`config.mk`:
```
export PLATFORM = sky130hd
export DESIGN_NAME = key_input_conditioner
export DESIGN_NICKNAME = d
export VERILOG_FILES = /design/src/rtl/key_input_conditioner.sv
export SDC_FILE = /design/constraint.sdc
export NUM_CORES = 1
export LEC_CHECK = 0
export BUFFER_PORTS_ARGS = -buffer_cell sky130_fd_sc_hd__buf_2
export CAP_MARGIN = 10
export CELL_PAD_IN_SITES_DETAIL_PLACEMENT = 0
export CELL_PAD_IN_SITES_GLOBAL_PLACEMENT = 1
export CORE_MARGIN = 8
export CORE_UTILIZATION = 51
export DETAILED_ROUTE_END_ITERATION = 10
export PLACE_DENSITY = 0.79
export SYNTH_ARGS = -nofsm -noshare
export SYNTH_HDL_FRONTEND = slang
export SYNTH_HIERARCHICAL = 1
export SYNTH_SLANG_ARGS = --single-unit
```
`constraint.sdc`:
```
create_clock -name clk -period 2.2 [get_ports clk]
set_clock_uncertainty 0.1 [all_clocks]
set_input_delay 0.22 -clock clk [delete_from_list [all_inputs] [get_ports clk]]
set_output_delay 0.22 -clock clk [all_outputs]
set_load 0.005 [all_outputs]
```
`src/rtl/key_input_conditioner.sv`:
```
// Piano key / mode button front end: per-input 2-flop sync, saturating debounce,
// rising-edge pulses and a lowest-key priority encoder for the note path.

module key_db_lane #(
    parameter int unsigned DB_CYCLES = 4,
    parameter int          CW        = 3
) (
    input  logic clk,
    input  logic rst,
    input  logic raw_i,
    output logic level_o,
    output logic rise_o
);
    logic [1:0]    sync_q;
    logic          stable_q, stable_d;
    logic          prev_q;
    logic [CW-1:0] cnt_q, cnt_d;

    // The counter only runs while synced differs from stable (COUNT); any agreeing
    // cycle drops back to IDLE with the counter cleared.
    always_comb begin
        stable_d = stable_q;
        cnt_d    = '0;
        if (sync_q[1] != stable_q) begin
            if (cnt_q >= CW'(DB_CYCLES - 1)) begin
                stable_d = ~stable_q;
            end else begin
                cnt_d = cnt_q + CW'(1);
            end
        end
    end

    always_ff @(posedge clk or negedge rst) begin
        if (!rst) begin
            sync_q   <= '0;
            stable_q <= 1'b0;
            prev_q   <= 1'b0;
            cnt_q    <= '0;
        end else begin
            sync_q   <= {sync_q[0], raw_i};
            stable_q <= stable_d;
            prev_q   <= stable_q;
            cnt_q    <= cnt_d;
        end
    end

    assign level_o = stable_q;
    assign rise_o  = stable_q & ~prev_q;
endmodule

module key_input_conditioner #(
    parameter int unsigned DB_CYCLES = 2000000
) (
    input  logic       clk,
    input  logic       rst,
    input  logic [0:7] key_raw,
    input  logic       mode_raw,
    output logic [0:7] key_board,
    output logic [0:7] key_press,
    output logic [2:0] note_code,
    output logic       note_valid,
    output logic       mode_pulse
);
    localparam int CW = (DB_CYCLES < 2) ? 1 : $clog2(DB_CYCLES + 1);

    logic mode_level;

    generate
        for (genvar i = 0; i < 8; i++) begin : g_key
            key_db_lane #(.DB_CYCLES(DB_CYCLES), .CW(CW)) u_lane (
                .clk     (clk),
                .rst     (rst),
                .raw_i   (key_raw[i]),
                .level_o (key_board[i]),
                .rise_o  (key_press[i])
            );
        end
    endgenerate

    key_db_lane #(.DB_CYCLES(DB_CYCLES), .CW(CW)) u_mode (
        .clk     (clk),
        .rst     (rst),
        .raw_i   (mode_raw),
        .level_o (mode_level),
        .rise_o  (mode_pulse)
    );

    // Scan high to low so the lowest set key wins.
    always_comb begin
        note_code = 3'd0;
        for (int i = 7; i >= 0; i--) begin
            if (key_board[i]) note_code = 3'(i);
        end
        note_valid = |key_board;
    end

    logic unused_mode_level;
    assign unused_mode_level = mode_level;
endmodule

```
## Word-level counts from Yosys, hierarchy flattened

Index checks and enable logic that the tools add are counted.

| storage, ports and cells | value |
|---|---|
| register bits | 225 |
| latch bits | 0 |
| RAM bits | 0 |
| memory bits (read-only) | 0 |
| input bits | 11 |
| output and inout port bits | 21 |
| memories kept | 0 |

| cells by class | value |
|---|---|
| $add $sub $neg | 9 |
| $mul | 0 |
| div/mod/pow operators | 0 |
| $lt $le $gt $ge | 9 |
| eq/ne operators | 9 |
| shift operators | 0 |
| multiplexer cells | 26 |
| bitwise gates (word level) | 27 |
| reduce and logical (&&, ||, !) cells | 10 |

Operators by type and width:

| cell | count |
|---|---|
| $mux 21 | 18 |
| $add 21x1->21 const B | 9 |
| $ge 21x21->1 const B | 9 |
| $mux 3 | 8 |
| $not 1->1 | 18 |
| $reduce_and 2->1 | 9 |
| $and 1x1->1 | 9 |
| $ne 1x1->1 | 9 |
| $reduce_or 8->1 | 1 |

## Longest topological paths before layout

| logic depth | value |
|---|---|
| depth after elaboration | 8 |
| depth in mapped cells | 8 |

## Hierarchy

Netlist, hierarchy kept.

By module, submodules not included:

| module | instances | cells each | area each (sq um) | sequential area each (sq um) |
|---|---|---|---|---|
| key_db_lane at g_key[0].u_lane ... | 8 | 119 | 1,300.0 | 625.6 |
| key_db_lane at g_key[7].u_lane | 1 | 122 | 1,211.2 | 625.6 |
| key_input_conditioner | 1 | 13 | 81.3 | 0.0 |

## Worst setup path before layout

OpenSTA, ideal clock, no wires.

| timing path | value |
|---|---|
| path type | reg2reg |
| start | register g_key[7].u_lane.cnt_q[9] |
| end | register g_key[7].u_lane.stable_q |
| library setup time | 0.125 ns |
| arrival | 1.613 ns |
| required time | 1.975 ns |
| setup slack | 0.363 ns |
| stages on the path, launching flop included | 6 |
| path buffers | 0 |
| cells stage by stage | dfrtp_1 > or3_1 > nor4_1 > nand4_1 > nand2_1 > mux2_2 |

| on the way | value |
|---|---|
| cells in the longest elaborated chain, start to end | 2 |

Ends and longest elaborated chain:

| what | line | text |
|---|---|---|
| from (decl) | 17 | `logic [CW-1:0] cnt_q, cnt_d;` |
| from (signal assigned) | 43 | `cnt_q <= cnt_d;` |
| $ge 21x21->1 | 25 | `if (cnt_q >= CW'(DB_CYCLES - 1)) begin` |
| $reduce_and 2->1 (no line) | -- |  |
| to (signal assigned) | 41 | `stable_q <= stable_d;` |
| to (decl) | 15 | `logic stable_q, stable_d;` |

Every way passes these cells.
A chain may end at the register's enable or synchronous reset.

## Worst setup path in the final report

| timing path | value |
|---|---|
| start | register g_key[4].u_lane.stable_q |
| end | output port note_code[2] |

| on the way | value |
|---|---|
| cells in the longest elaborated chain, start to end | 5 |

Ends and longest elaborated chain:

| what | line | text |
|---|---|---|
| from (decl) | 15 |  |
| from (signal assigned) | 41 |  |
| $mux 3 (5 in series) | 92 | `if (key_board[i]) note_code = 3'(i);` |
| to (decl) | 60 | `output logic [2:0] note_code,` |

Every way passes these cells.

==> impl_metrics.env <==
export IMPL_cts_buffers=26
export IMPL_slew_violations=0
export IMPL_post_route_period_util_pct=93.2
export IMPL_syn_area_um2=11700
export IMPL_route_vias_total=7730
export IMPL_multiInputGateArea_um2=5750
export IMPL_synth_warnings=6
export IMPL_ant_nets=0
export IMPL_cp_arrival_ns=1.73
export IMPL_comb_power_share_pct=4.3
export IMPL_power_net_switching_mw=1.98
export IMPL_placementRows=55
export IMPL_wl_um=21200
export IMPL_synth_cells=1087
export IMPL_seq_area_um2=5630
export IMPL_wl_per_cell_um=14.6
export IMPL_p_per_area_nw_per_um2=669
export IMPL_placedCellCount=1400
export IMPL_setup_slack_ns=0.150
export IMPL_cts_clk_slew_worst_paths_ns=0.06
export IMPL_layout_common_cells="dfrtp_1 (225), nor2_2 (152), xor2_1 (129), nand2_1 (103), nand3_1 (65)"
export IMPL_grt_setup_unrepaired="no"
export IMPL_start_kind="register"
export IMPL_setup_viol=0
export IMPL_synth_seq_area_share_pct=48.2
export IMPL_ys_async_sr_fraction_pct=100
export IMPL_cts_tree="yes"
export IMPL_seq_power_share_pct=48.1
export IMPL_grt_pass1_wl_um=37900
export IMPL_slew_headroom_pct=67.7
export IMPL_dieArea_um2=28000
export IMPL_drc_errors=0
export IMPL_whs_ns=0.122
export IMPL_root_buffer="clkbuf_16"
export IMPL_synth_area_leaders="dfrtp_1 (48%), xor2_1 (9.7%), nor2_2 (8.1%)"
export IMPL_grt_pass1_vias=7789
export IMPL_gp_congestion=0.802
export IMPL_critPathCaptureType="output port"
export IMPL_final_setup_tns_ns=0
export IMPL_cts_buffer_depth=3
export IMPL_ys_ff_latch=225
export IMPL_leakagePower_nw=6.03
export IMPL_fin_nets=1173
export IMPL_synth_top_area_share_pct=48.2
export IMPL_fill_cells=1961
export IMPL_synth_area_per_cell_um2=10.8
export IMPL_io_buffers=31
export IMPL_dr_pass1_iters=6
export IMPL_start_util_pct=51.8
export IMPL_synthDistinctLibCells=39
export IMPL_p_int_mw=6.87
export IMPL_yosysTopAreaCell="dfrtp_1"
export IMPL_dieWidth_um=167
export IMPL_clk_latency_ns=0.52
export IMPL_antenna_found_initial=0
export IMPL_diodes=0
export IMPL_synth_ff_type="dfrtp_1"
export IMPL_outcome="completed"
export IMPL_max_freq_ghz=0.488
export IMPL_cts_max_level=1
export IMPL_hold_class="primary input to async pin"
export IMPL_hold_violations=0
export IMPL_grt_max_degree=59
export IMPL_avgViaCountPerCell=5.31
export IMPL_peakVddDrop_uv=544
export IMPL_dieHeight_um=167
export IMPL_io_pins=32
export IMPL_final_common_cell="dfrtp_1"
export IMPL_total_power_mw=8.85
export IMPL_worstPathMaxFanout=8
export IMPL_cts_sinks=225
export IMPL_synth_edf_count=0
export IMPL_grtUsageTotal_pct=15.5
export IMPL_synth_nets=1107
export IMPL_maxCapViolCount=0
export IMPL_period_needed_ns=2.05
export IMPL_hpwlAfterDp_um=14500
export IMPL_drtIter0Drc=427
export IMPL_critical_path_class="register to output port"
export IMPL_tightest_slew_ns=0.485
export IMPL_finalNonFillerCells=1456
export IMPL_areaGrowthSynthToFinish_pct=13.1
export IMPL_preCtsSetupSlack_ns=0.180
export IMPL_power_frac_clock_pct=47.6
export IMPL_drive_above_1_share_pct=28.8
export IMPL_switching_share_pct=22.4
export IMPL_cp_required_ns=1.88
export IMPL_fp_coreArea_um2=22600
export IMPL_grt_overflow_total=0
sequential cells by signal (all words and copies together) (netlist names):
register	cells
u_mode/sync_q	2
g_key.u_lane/prev_q	8
u_mode/prev_q	1
g_key.u_lane/level_o	8
g_key.u_lane/sync_q	16
g_key.u_lane/cnt_q	168
u_mode/level_o	1
u_mode/cnt_q	21
cell families (layout without fill, tap and decap cells):
| group | count (synthesis) | in the layout | share of synthesized area (%) |
|---|---|---|---|
| buf+inv | 49 | 133 | 2.75 |
| fa+ha+maj | 9 | 9 | 0.963 |
| xor+xnor | 172 | 172 | 12.9 |
| simple gates | 584 | 584 | 31.5 |
| flops | 225 | 225 | 48.2 |
| compound gates | 39 | 39 | 2.64 |
| mux | 9 | 9 | 1.12 |
what timing repair did:
action | CTS | global route
hold buffers | 10 | 0
endpoints found under the hold margin | 234 | 0
setup endpoints to repair | 1 | 0
gates resized for setup | 1 | 0
buffers inserted | 0 | 0
layer usage:
| metal | track usage [%] | wire (µm) | vias to the layer above |
|---|---|---|---|
| li1 | - | - | 3846 |
| met1 | 21.2 | 10100 | 3772 |
| met2 | 25.7 | 10100 | 85 |
| met3 | 2.33 | 624 | 27 |
| met4 | 3.73 | 402 | 0 |
| met5 | 0 | 0 | - |
worst max-delay path, cell delays in order, from the launching register on:
cell and delay (ns):
dfrtp_1 0.50, nor4_2 0.38, and3b_1 0.22, buf_2 0.12
stage by stage:
stage | utilization, % | instance area [µm²]
final | 58.6 | 13200
after global routing | 58.6 | 13200
after CTS | 58.6 | 13200
after detailed placement | 54.3 | 12300
after global placement | 54.3 | 12300
after floorplan | - | 11700
power by group through the flow:
| stage | sequential, mW | combinational [mW] | clock (mW) |
|---|---|---|---|
| floorplan | 4.32 | 0.224 | 0 |
| detailed placement | 4.33 | 0.376 | 0 |
| CTS | 4.26 | 0.391 | 4.37 |
| global placement | 4.33 | 0.374 | 0 |
| finish | 4.26 | 0.377 | 4.22 |
| global route | 4.26 | 0.432 | 4.50 |
cell type report:
type	count	area share (%)
repair buffers	67	4.24
clock inverters	10	0.615
inverters	20	0.568
clock buffers	36	5.82
well taps	285	2.70
flip-flops and latches	225	42.6
multi-input cells	813	43.5
Yosys cell counts (4+ instances only):
master / n
a21oi_1: 10
o31ai_1: 8
nand2_1: 103
nor3_1: 10
buf_6: 18
or2_2: 8
xnor2_1: 43
o211a_1: 8
nand4_4: 8
nor4_1: 17
nor4_4: 16
inv_1: 20
nor2_2: 152
nor2b_1: 11
dfrtp_1: 225
ha_1: 9
nand3_1: 65
mux2_4: 8
nand3_2: 9
and2_1: 8
clkbuf_1: 9
nor2_1: 62
and3_2: 8
and4_1: 12
nor2_4: 16
xor2_1: 129
nand4_1: 63
and3_1: 4
a211o_2: 9
or4_1: 9
worst paths after layout:
kind | from | endpoint | slack, ns | cells after the start
setup / recovery | g_key[4].u_lane/level_o$_DFFE_PN0P_ | note_code[2] | 0.15 | 3
hold reg to reg | g_key[4].u_lane/sync_q[0]$_DFF_PN0_ | g_key[4].u_lane/sync_q[1]$_DFF_PN0_ | 0.25 | 0
hold / removal | rst | g_key[6].u_lane/cnt_q[11]$_DFF_PN0_ | 0.12 | 2
setup reg to reg | g_key[7].u_lane/cnt_q[14]$_DFF_PN0_ | g_key[7].u_lane/cnt_q[8]$_DFF_PN0_ | 0.20 | 5
max in group asynchronous | rst | g_key[1].u_lane/cnt_q[4]$_DFF_PN0_ | 1.24 | 3
min in group clk | key_raw[6] | g_key[6].u_lane/sync_q[0]$_DFF_PN0_ | 0.24 | 2
Power figures use the tool's default switching activity.
